**config.mk**
```make
export PLATFORM = sky130hd
export DESIGN_NAME = cpu_sequencer
export DESIGN_NICKNAME = d
export VERILOG_FILES = /design/src/rtl/cpu_sequencer.sv
export SDC_FILE = /design/constraint.sdc
export NUM_CORES = 1
export LEC_CHECK = 0
export ABC_AREA = 0
export BUFFER_PORTS_ARGS = -buffer_cell sky130_fd_sc_hd__buf_2
export CORE_AREA = 2 2 65 67
export DETAILED_ROUTE_END_ITERATION = 8
export DIE_AREA = 0 0 67 69
export GPL_TIMING_DRIVEN = 0
export PLACE_DENSITY_LB_ADDON = 0.3
export RECOVER_POWER = 50
export SLEW_MARGIN = 20
export SYNTH_ARGS = -nofsm -noshare
export SYNTH_HDL_FRONTEND = slang
export SYNTH_SLANG_ARGS = --single-unit
```
**constraint.sdc**
```tcl
create_clock -name i_clk -period 2.5 [get_ports i_clk]
set_input_delay 0.625 -clock i_clk [delete_from_list [all_inputs] [get_ports i_clk]]
set_output_delay 0.625 -clock i_clk [all_outputs]
set_load 0.01 [all_outputs]
```
**src/rtl/cpu_sequencer.sv**
```systemverilog
// rtl/cpu_sequencer.sv - multi-cycle CPU control sequencer (fetch/decode/exec/mem/wb)
// Controls are registered Moore outputs; only the FETCH ir_en/pc_en strobes follow mem_ack directly.
module cpu_sequencer #(
  parameter int MEM_TIMEOUT = 15
) (
  input  logic        i_clk,
  input  logic        i_reset,
  input  logic        i_run,
  input  logic [3:0]  i_op,
  input  logic [3:0]  i_flags,
  input  logic        i_mem_ack,
  output logic        o_ir_en,
  output logic        o_pc_en,
  output logic        o_pc_sel,
  output logic        o_mem_req,
  output logic        o_mem_rw,
  output logic        o_mem_sel,
  output logic        o_w_en,
  output logic        o_flag_en,
  output logic [2:0]  o_state,
  output logic        o_halted,
  output logic        o_error,
  output logic [15:0] o_instr_count
);

  typedef enum logic [2:0] {
    S_IDLE   = 3'd0,
    S_FETCH  = 3'd1,
    S_DECODE = 3'd2,
    S_EXEC   = 3'd3,
    S_MEM    = 3'd4,
    S_WB     = 3'd5,
    S_HALT   = 3'd6,
    S_ERROR  = 3'd7
  } state_t;

  localparam logic [3:0] OP_LOAD  = 4'd8;
  localparam logic [3:0] OP_STORE = 4'd9;
  localparam logic [3:0] OP_JMP   = 4'd10;
  localparam logic [3:0] OP_BZ    = 4'd11;
  localparam logic [3:0] OP_HALT  = 4'd15;
  localparam logic [7:0] WAIT_LAST = 8'(MEM_TIMEOUT - 1);

  state_t      r_state;
  logic [3:0]  r_op;
  logic [7:0]  r_wait;
  logic [15:0] r_instr_count;
  logic        r_pc_en;
  logic        r_pc_sel;
  logic        r_mem_req;
  logic        r_mem_rw;
  logic        r_mem_sel;
  logic        r_w_en;
  logic        r_flag_en;
  logic        r_halted;
  logic        r_error;

  state_t      w_next_fetch;
  logic        w_fetch_ack;
  logic        w_timeout;
  logic        w_unused_flags;

  assign w_fetch_ack    = (r_state == S_FETCH) && i_mem_ack;
  assign w_next_fetch   = i_run ? S_FETCH : S_IDLE;
  assign w_timeout      = (r_wait == WAIT_LAST);
  assign w_unused_flags = ^i_flags[3:1];

  always_ff @(posedge i_clk or posedge i_reset) begin
    if (i_reset) begin
      r_state       <= S_IDLE;
      r_op          <= 4'd0;
      r_wait        <= 8'd0;
      r_instr_count <= 16'd0;
      r_pc_en       <= 1'b0;
      r_pc_sel      <= 1'b0;
      r_mem_req     <= 1'b0;
      r_mem_rw      <= 1'b0;
      r_mem_sel     <= 1'b0;
      r_w_en        <= 1'b0;
      r_flag_en     <= 1'b0;
      r_halted      <= 1'b0;
      r_error       <= 1'b0;
    end else begin
      r_pc_en   <= 1'b0;
      r_pc_sel  <= 1'b0;
      r_mem_req <= 1'b0;
      r_mem_rw  <= 1'b0;
      r_mem_sel <= 1'b0;
      r_w_en    <= 1'b0;
      r_flag_en <= 1'b0;
      case (r_state)
        S_IDLE: begin
          if (i_run) begin
            r_state   <= S_FETCH;
            r_mem_req <= 1'b1;
            r_wait    <= 8'd0;
          end
        end
        S_FETCH: begin
          if (i_mem_ack) begin
            r_state <= S_DECODE;
          end else if (w_timeout) begin
            r_state <= S_ERROR;
            r_error <= 1'b1;
          end else begin
            r_wait    <= r_wait + 8'd1;
            r_mem_req <= 1'b1;
          end
        end
        // EXEC controls are registered here, from the opcode being latched.
        S_DECODE: begin
          r_op    <= i_op;
          r_state <= S_EXEC;
          if (!i_op[3]) begin
            r_flag_en <= 1'b1;
          end else if (i_op == OP_JMP) begin
            r_pc_en  <= 1'b1;
            r_pc_sel <= 1'b1;
          end else if (i_op == OP_BZ) begin
            r_pc_en  <= i_flags[0];
            r_pc_sel <= i_flags[0];
          end
        end
        S_EXEC: begin
          if (!r_op[3]) begin
            r_state <= S_WB;
            r_w_en  <= 1'b1;
          end else if (r_op == OP_LOAD || r_op == OP_STORE) begin
            r_state   <= S_MEM;
            r_mem_req <= 1'b1;
            r_mem_rw  <= (r_op == OP_STORE);
            r_wait    <= 8'd0;
          end else if (r_op == OP_HALT) begin
            r_state       <= S_HALT;
            r_halted      <= 1'b1;
            r_instr_count <= r_instr_count + 16'd1;
          end else begin
            r_state       <= w_next_fetch;
            r_mem_req     <= i_run;
            r_wait        <= 8'd0;
            r_instr_count <= r_instr_count + 16'd1;
          end
        end
        S_MEM: begin
          if (i_mem_ack) begin
            if (r_op == OP_STORE) begin
              r_state       <= w_next_fetch;
              r_mem_req     <= i_run;
              r_wait        <= 8'd0;
              r_instr_count <= r_instr_count + 16'd1;
            end else begin
              r_state   <= S_WB;
              r_w_en    <= 1'b1;
              r_mem_sel <= 1'b1;
            end
          end else if (w_timeout) begin
            r_state <= S_ERROR;
            r_error <= 1'b1;
          end else begin
            r_wait    <= r_wait + 8'd1;
            r_mem_req <= 1'b1;
            r_mem_rw  <= r_mem_rw;
          end
        end
        S_WB: begin
          r_state       <= w_next_fetch;
          r_mem_req     <= i_run;
          r_wait        <= 8'd0;
          r_instr_count <= r_instr_count + 16'd1;
        end
        default: begin
        end
      endcase
    end
  end

  assign o_ir_en       = w_fetch_ack;
  assign o_pc_en       = r_pc_en | w_fetch_ack;
  assign o_pc_sel      = r_pc_sel;
  assign o_mem_req     = r_mem_req;
  assign o_mem_rw      = r_mem_rw;
  assign o_mem_sel     = r_mem_sel;
  assign o_w_en        = r_w_en;
  assign o_flag_en     = r_flag_en;
  assign o_state       = r_state;
  assign o_halted      = r_halted;
  assign o_error       = r_error;
  assign o_instr_count = r_instr_count;

endmodule

```
==> flow_summary.toml, run 1 <==
[critical_path]
reg2reg_to = "o_instr_count[8]$_DFFE_PP0P_"
crit_cells = 5
cp_cell_sequence = "nand2b_1, clkbuf_1, nor2_1, or2_2, buf_2"
cp_top_family = "simple AND/OR/NAND/NOR gates"
critPathLaunchType = "flop"
reg2regPathDepth = 6
endpoint_kind = "output pin"
crit_type = "reg2out"
setup.worst_path.start = "o_state[0]$_DFFE_PP0P_"
rrSetupSlack_ns = 0.37
r2r-start = "o_state[2]$_DFFE_PP0P_"
crit_path_top_delay_cell = "dfrtp_1"
critPathMaxStageDelay_ns = 0.46
path_max_fanout = 9
crit_buf_inv = 2
worstSetupEndpoint = "o_pc_en"
required_ns = 1.88
worstPathArrival_ns = 1.71

[cts]
cts_buffers = 5
cts_root_buf = "clkbuf_8"
cts_max_level = 2
clkSlewWorstSetupHoldPaths_ns = 0.08
holdBufCountCts = 0
cts_setup_buffers = 0
clock-sinks = 39
clk_latency_ns = 0.30
cts_resized = 0
clockBufferDepth = 2
cts_tree = "yes"

[timing]
tightest_slew_ns = 1.48
max_freq_ghz = 0.428
finClkSkew_ns = 0.00983
hold_violations = 0
rsz0062_at_grt = "no"
final.setup.tns_ns = 0
slew_headroom = 0.0128
finalCritPeriodShare = 0.935
setup_viol = 0
min_period_ns = 2.34
slew_viol_final = 0

[drt]
finalWirelength_mm = 4.37
wire_per_inst_um = 14.2
maxUsedRoutingLayer = "met4"
ant_nets = 0
first_pass_iters = 4
viasPerCell = 5.78
routed-wl-met3_um = 252
wl_met2_mm = 2.05
num_vias = 1775
wl_met1_mm = 1.96
drt-initial-drc-count = 193
drcViolationCount = 0

[synth]
ys_seq_elements = 39
syn_area_per_cell_um2 = 9.74
ys_warn_count = 0
syn_area_mm2 = 0.00205
synth_flop_cell = "dfrtp_1"
syn_nets = 226
async_flop_share = 1.00
yosysSeqAreaShare = 0.475
synth_edf_count = 0
ys_types = 48
syn_inst = 211

[global_route]
antenna_found_initial = 0
grt_overflow = 0
grt_max_degree = 30
grt.total_usage = 0.212
grt_pass1_vias = 1730
grt_pass1_wl_mm = 7.63

[layout]
area_growth_syn_to_layout_pct = 15.5
postLayoutCoreUtil = 0.606
layoutNonFillerInstCount = 307
multiInputGateArea_um2 = 998
seqCellArea_um2 = 976
nFillCells = 364
drive_above_1_share = 0.195
final_cell_mix = "dfrtp_1, buf_2, nand2_1"
antennaDiodeCount = 0
fin_nets = 271
layout_commonest_cell = "dfrtp_1"

[floorplanning]
io_pins = 41
start_util = 0.525
rows = 23
die_area_mm2 = 0.00462
fp.dieH_um = 69
design.core.area_mm2 = 0.00391
die_w_um = 67

[placed_design]
placed_cells = 299
place_congestion = 0.898
io_buffers = 37
dp_hpwl_mm = 3.22

[power_and_ir_drop]
powerDensity_mw_per_mm2 = 1030
peakVddDrop_v = 0.000440
p_leak_uw = 0.00115

[worst_hold_path]
hold_path_class = "in2async"

[run]
maxCapViolCount = 0

[run_status]
status = "completed"
==> cell type report <==
type                       instances  share of cell area
clock buffer                       5              0.0290
multi-input combinational        157               0.421
clock inverter                     3             0.00843
buffer                             7              0.0174
tap                               50              0.0264
sequential                        39               0.411
timing repair buffer              38              0.0743
inverter                           8              0.0127
==> cells in the mapped netlist (3+ instances only) <==
cell type,number,share of area
ha_1,3,0.018
nor2_1,16,0.029
o21ai_0,8,0.019
xor2_1,10,0.043
inv_1,8,0.015
nand4_1,4,0.012
nand3_1,13,0.032
a31oi_1,3,0.0091
nand2_1,19,0.035
nor2b_1,3,0.0091
mux2_2,3,0.016
and3_1,5,0.015
a21oi_1,11,0.027
nor3_1,7,0.017
dfrtp_1,39,0.48
and2_1,3,0.0091
o31ai_1,3,0.011
nand2b_1,3,0.0091
nor4_1,6,0.018
xnor2_1,5,0.021
==> worst min-delay path by stage <==
stage                                       start                       endpoint  slack (ns)
global placement              o_error$_DFFE_PP0P_            o_error$_DFFE_PP0P_        0.45
floorplan                   r_wait[3]$_DFFE_PP0P_          r_wait[3]$_DFFE_PP0P_        0.49
CTS                                       i_reset         o_state[1]$_DFFE_PP0P_        0.26
detailed placement  o_instr_count[15]$_DFFE_PP0P_  o_instr_count[15]$_DFFE_PP0P_        0.46
finish                                    i_reset          r_wait[5]$_DFFE_PP0P_        0.31
global route                              i_reset         o_state[1]$_DFFE_PP0P_        0.33
==> cells by family after synthesis <==
| group | after synthesis | share of synthesized area |
|---|---|---|
| xor+xnor | 15 | 0.0639 |
| flops | 39 | 0.475 |
| simple gates | 90 | 0.229 |
| compound gates | 46 | 0.158 |
| buf+inv | 15 | 0.0390 |
| mux | 3 | 0.0164 |
| fa+ha+maj | 3 | 0.0183 |
==> stage by stage <==
| stage | hold slack [ns] | power, uW | setup WS [ns] | area, um^2 |
|---|---|---|---|---|
| global route | 0.335 | 2650 | 0.0271 | 2370 |
| finish | 0.305 | 2450 | 0.164 | 2370 |
| CTS | 0.258 | 2490 | 0.143 | 2410 |
| floorplan | 0.487 | 1740 | 0.649 | 2050 |
| detailed placement | 0.457 | 2060 | 0.413 | 2320 |
| global placement | 0.448 | 2040 | 0.430 | 2300 |
==> report_power, final <==
group / leakage (uW) / internal [uW] / total [uW] / switching, uW
clock: 0.0000402 / 194 / 424 / 230
combinational: 0.000592 / 449 / 1100 / 652
sequential: 0.000517 / 771 / 926 / 155
total: 0.00115 / 1410 / 2450 / 1040
==> sequential cells by signal (all words and copies together) (netlist names), 3 cells and up <==
register       cells
r_wait             8
r_op               4
o_state            3
o_instr_count     16
==> per-layer routing <==
metal	global-route usage	vias to the layer above
met5	0	-
met4	0.0839	0
met3	0.0538	11
met2	0.333	58
met1	0.277	854
li1	-	852
(Power assumes the default switching activity.)
==> inputs of run 2 (changes only) <==
Settings changed: PLACE_DENSITY set to 0.77, PLACE_DENSITY_LB_ADDON 0.3 to unset.
==> run 2 against run 1 <==
Against the previous run: final cell count is the same; core utilization increased by 0.61 points; flip-flop and latch count stayed put; non-clock buffer count is the same; die area unchanged; largest cell class unchanged; clock power is 28% higher; routed wire length increased by 1.3%; fmax fell by 1.2%.
==> flow_summary.toml, run 2 (same netlist as run 1, synthesis figures left out) <==
[power_and_ir_drop]
powerDensity_mw_per_mm2 = 1070
p_leak_uw = 0.00117
p_int_uw = 1540
netSwitchingPower_uw = 1030
clkPwrFrac = 0.211
seqPwrFrac = 0.357
p_total_uw = 2570
swShare = 0.402
share_comb_of_total_power = 0.432
peakVddDrop_v = 0.000424

[cts]
cts_setup_buffers = 0
cts_buffers = 5
clk_latency_ns = 0.29
cts_root_buf = "clkbuf_8"
cts_resized = 0
holdBufCountCts = 0
clockBufferDepth = 2
clkSlewWorstSetupHoldPaths_ns = 0.08
clock-sinks = 39
cts_max_level = 2
cts_tree = "yes"

[layout]
area_growth_syn_to_layout_pct = 16.7
antennaDiodeCount = 0
nFillCells = 344
fin_nets = 271
largest_register_ffs = 16
drive_above_1_share = 0.198
layout_commonest_cell = "dfrtp_1"
final_cell_mix = "dfrtp_1, buf_2, nand2_1"

[timing]
finalCritPeriodShare = 0.946
setup_viol = 0
hold_violations = 0
min_period_ns = 2.36
final.setup.tns_ns = 0
slew_viol_final = 0
hold_slack_ns = 0.375
slew_headroom = 0.116
max_freq_ghz = 0.423
rsz0062_at_grt = "no"
finClkSkew_ns = 0.00451
tightest_slew_ns = 1.33

[global_route]
grt_pass1_vias = 1713
grt_max_degree = 26
grt_pass1_wl_mm = 7.40
grt.total_usage = 0.204
antenna_found_initial = 0
grt_overflow = 0

[critical_path]
required_ns = 1.88
endpoint_kind = "output pin"
path_max_fanout = 9
worstPathArrival_ns = 1.74
crit_type = "reg2out"
reg2regPathDepth = 6
critPathLaunchType = "flop"

[floorplanning]
io_pins = 41
fp.dieH_um = 69
design.core.area_mm2 = 0.00391
die_w_um = 67
rows = 23
start_util = 0.525
die_area_mm2 = 0.00462

[placed_design]
place_congestion = 0.935
dp_hpwl_mm = 3.14
io_buffers = 37

[drt]
wire_per_inst_um = 14.4
viasPerCell = 5.78
first_pass_iters = 5
finalWirelength_mm = 4.43
drt-initial-drc-count = 206
ant_nets = 0
num_vias = 1774
drcViolationCount = 0

[run]
maxCapViolCount = 0

[run_status]
status = "completed"

[worst_hold_path]
hold_path_class = "in2async"
-- run 2: cell types whose count changed in the layout (fill, tap and decap cells not counted) --
cell        previous run  this run
clkinvlp_4             2         0
nand2b_4               1         0
nand2b_1               3         4
clkbuf_8               5         6
buf_2                 27        29
bufinv_16              0         1
clkbuf_1              15        13
-- run 2: area by class of cell --
class | count | area, um^2 | share of cell area
Buffer | 7 | 41.3 | 0.0172
Clock buffer | 6 | 82.6 | 0.0344
Clock inverter | 2 | 35.0 | 0.0146
Inverter | 8 | 30.0 | 0.0125
Multi-Input combinational cell | 157 | 991 | 0.413
Sequential cell | 39 | 976 | 0.407
Tap cell | 50 | 62.6 | 0.0261
Timing Repair Buffer | 38 | 179 | 0.0746
-- run 2: path summary, 6_finish.rpt --
kind,startpoint,endpoint,slack (ns)
min reg2reg,o_instr_count[15]$_DFFE_PP0P_,o_instr_count[15]$_DFFE_PP0P_,0.46
max reg2reg,o_state[2]$_DFFE_PP0P_,o_instr_count[8]$_DFFE_PP0P_,0.29
min in group i_clk,o_instr_count[15]$_DFFE_PP0P_,o_instr_count[15]$_DFFE_PP0P_,0.46
min,i_reset,r_wait[0]$_DFFE_PP0P_,0.38
max,o_state[0]$_DFFE_PP0P_,o_pc_en,0.14
max in group asynchronous,i_reset,o_instr_count[0]$_DFFE_PP0P_,0.52
-- run 2: per-stage QoR --
step | area (um^2) | setup WS, ns | instances | utilization
after CTS | 2450 | 0.143 | 307 | 0.625
after floorplan | 2050 | 0.649 | 211 | -
final | 2400 | 0.136 | 307 | 0.613
after global placement | 2300 | 0.454 | 298 | 0.588
after global routing | 2400 | 0.0565 | 307 | 0.613
after detailed placement | 2330 | 0.438 | 299 | 0.595
-- run 2: power groups by stage --
stage          logic (uW)  clock network [uW]  registers, uW
3_3_place_gp         1090                   0            926
4_1_cts              1130                 550            919
3_5_place_dp         1120                   0            931
2_1_floorplan         795                   0            946
5_1_grt              1220                 578            942
6_report             1110                 543            916
-- run 2: metal layers --
| layer | part of all wire | track usage |
|---|---|---|
| met4 | 0.022 | 0.0952 |
| met3 | 0.072 | 0.0489 |
| met1 | 0.45 | 0.263 |
| met2 | 0.46 | 0.318 |
| met5 | 0 | 0 |
-- run 2: critical path, cell delays in order (launching register included) --
cell and delay, ns:
dfrtp_1 0.47, nand2b_1 0.11, clkbuf_1 0.34, nor2_1 0.11
or2_2 0.28, buf_2 0.14
==> inputs of run 3 (changes only) <==
==> constraint.sdc (replaced) <==
create_clock -name i_clk -period 2.5 [get_ports i_clk]
set_input_delay 0.125 -clock i_clk [delete_from_list [all_inputs] [get_ports i_clk]]
set_output_delay 0.125 -clock i_clk [all_outputs]
set_load 0.01 [all_outputs]
==> run 3 against run 2 <==
Against the previous run: worst hold slack got worse by 0.36 ns; clock-buffer cell count did not move; die area did not move; flip-flop and latch count did not move; global-route usage rose by 0.20 points; sequential share of layout area fell by 0.87 points; final cell count rose by 0.65%; sequential power rose by 0.8%; via count rose by 1.6%; critical endpoint is now r_wait[6]$_DFFE_PP0P_; critical path type is now reg2reg; largest power group unchanged; clock skew barely moved; clock power barely moved.
==> flow_summary.toml, run 3 (same netlist as run 1, synthesis figures left out) <==
[run_status]
status = "completed"

[layout]
largest_register_ffs = 16
area_growth_syn_to_layout_pct = 19.2
fin_nets = 273
layoutNonFillerInstCount = 309
antennaDiodeCount = 0
final_cell_mix = "dfrtp_1, buf_2, nand2_1"
nFillCells = 336
layout_commonest_cell = "dfrtp_1"
drive_above_1_share = 0.189

[timing]
setup_viol = 0
rsz0062_at_grt = "no"
finClkSkew_ns = 0.00410
max_freq_ghz = 0.471
hold_violations = 0
min_period_ns = 2.12
finalCritPeriodShare = 0.849
tightest_slew_ns = 0.711
slew_viol_final = 0
slew_headroom = 0.525
final.setup.tns_ns = 0

[floorplanning]
start_util = 0.525
die_w_um = 67
rows = 23
io_pins = 41
design.core.area_mm2 = 0.00391
die_area_mm2 = 0.00462
fp.dieH_um = 69

[critical_path]
crit_path_top_delay_cell = "dfrtp_1"
rrSetupSlack_ns = 0.38
crit_type = "reg2reg"
path_max_fanout = 10
required_ns = 2.68
cp_cell_sequence = "clkbuf_1, nor3_1, o22ai_1, o311ai_2, a21o_1, a22o_1"
crit_buf_inv = 1
critPathLaunchType = "flop"
cp_top_family = "compound AO/OA/AOI/OAI gates"
critPathMaxStageDelay_ns = 0.48
worstPathArrival_ns = 2.30
endpoint_kind = "flop"

[power_and_ir_drop]
share_comb_of_total_power = 0.436
netSwitchingPower_uw = 1040
peakVddDrop_v = 0.000427
p_int_uw = 1560
p_leak_uw = 0.00118
p_total_uw = 2600
swShare = 0.399
powerDensity_mw_per_mm2 = 1060
clkPwrFrac = 0.208
seqPwrFrac = 0.356

[cts]
cts_buffers = 5
clkSlewWorstSetupHoldPaths_ns = 0.08
clock-sinks = 39
cts_root_buf = "clkbuf_8"
cts_max_level = 2
clockBufferDepth = 2
cts_setup_buffers = 0
cts_tree = "yes"
clk_latency_ns = 0.29

[drt]
ant_nets = 0
finalWirelength_mm = 4.45
first_pass_iters = 5
drt-initial-drc-count = 175
wire_per_inst_um = 14.4
viasPerCell = 5.83
drcViolationCount = 0
num_vias = 1802

[global_route]
grt_pass1_wl_mm = 7.46
met2_usage = 0.320
grt_pass1_vias = 1735
grt_max_degree = 26
grt_overflow = 0
antenna_found_initial = 0
grt.total_usage = 0.206
grt_use_met1 = 0.263
gr-max-usage-layer = "met2"
grtUsageMet3 = 0.0489

[placed_design]
place_congestion = 0.935
dp_hpwl_mm = 3.14
placed_cells = 299
io_buffers = 37

[worst_hold_path]
hold_path_class = "in2reg"

[run]
maxCapViolCount = 0
==> run 3: changes by cell type in the layout (fill, tap and decap cells not counted), sizes merged <==
cell and delta:
buf -3, clkbuf +3, dlygate4sd3 +2
==> run 3: power groups by stage <==
stage / registers, uW / logic [uW] / clock network [uW]
finish: 923 / 1130 / 541
CTS: 919 / 1130 / 550
global placement: 926 / 1090 / 0
global route: 950 / 1240 / 578
floorplan: 946 / 795 / 0
detailed placement: 931 / 1120 / 0
==> run 3: area by class of cell <==
| class | instances | area [um^2] | share of cell area |
|---|---|---|---|
| timing repair buffer | 40 | 216 | 0.0884 |
| multi-input combinational | 157 | 998 | 0.408 |
| clock buffer | 6 | 82.6 | 0.0337 |
| tap | 50 | 62.6 | 0.0255 |
| buffer | 7 | 48.8 | 0.0199 |
| inverter | 8 | 30.0 | 0.0123 |
| clock inverter | 2 | 35.0 | 0.0143 |
| sequential | 39 | 976 | 0.398 |
==> run 3: worst reg2reg max path, cell delays in order, from the launching register on <==
cell      delay [ns]
dfrtp_1         0.48
clkbuf_1        0.42
nor3_1          0.13
o22ai_1         0.23
o311ai_2        0.29
a21o_1          0.24
a22o_1          0.23
==> run 3: final timing paths <==
kind,startpoint,endpoint,depth (start not counted)
worst max-delay path,o_state[0]$_DFFE_PP0P_,r_wait[6]$_DFFE_PP0P_,6
worst min-delay path,i_op[3],o_flag_en$_DFF_PP0_,2
worst max register to register,o_state[0]$_DFFE_PP0P_,r_wait[6]$_DFFE_PP0P_,6
worst min register to register,o_instr_count[15]$_DFFE_PP0P_,o_instr_count[15]$_DFFE_PP0P_,1
max in group asynchronous,i_reset,o_instr_count[0]$_DFFE_PP0P_,4
min in group asynchronous,i_reset,r_wait[5]$_DFFE_PP0P_,3
==> run 3: through the flow <==
stage                     setup WS, ns   util  hold slack, ns  instance area [um^2]
final                            0.377  0.626          0.0174                  2450
after floorplan                  0.657      -           0.191                  2050
after global routing             0.211  0.626         0.00412                  2450
after CTS                        0.449  0.630         0.00512                  2470
after detailed placement         0.475  0.595           0.122                  2330
after global placement           0.493  0.588           0.307                  2300
==> run 3: layer usage <==
layer  vias up  wire length (um)
met2        85              2060
met1       847              1960
met5         -                 0
met4         0               123
met3        16               307
li1        854                 -
==> run 3: repair_timing <==
action,CTS,global route
gates resized for setup,0,0
endpoints found under the hold margin,15,0
hold buffers,2,0
setup endpoints to repair,0,0
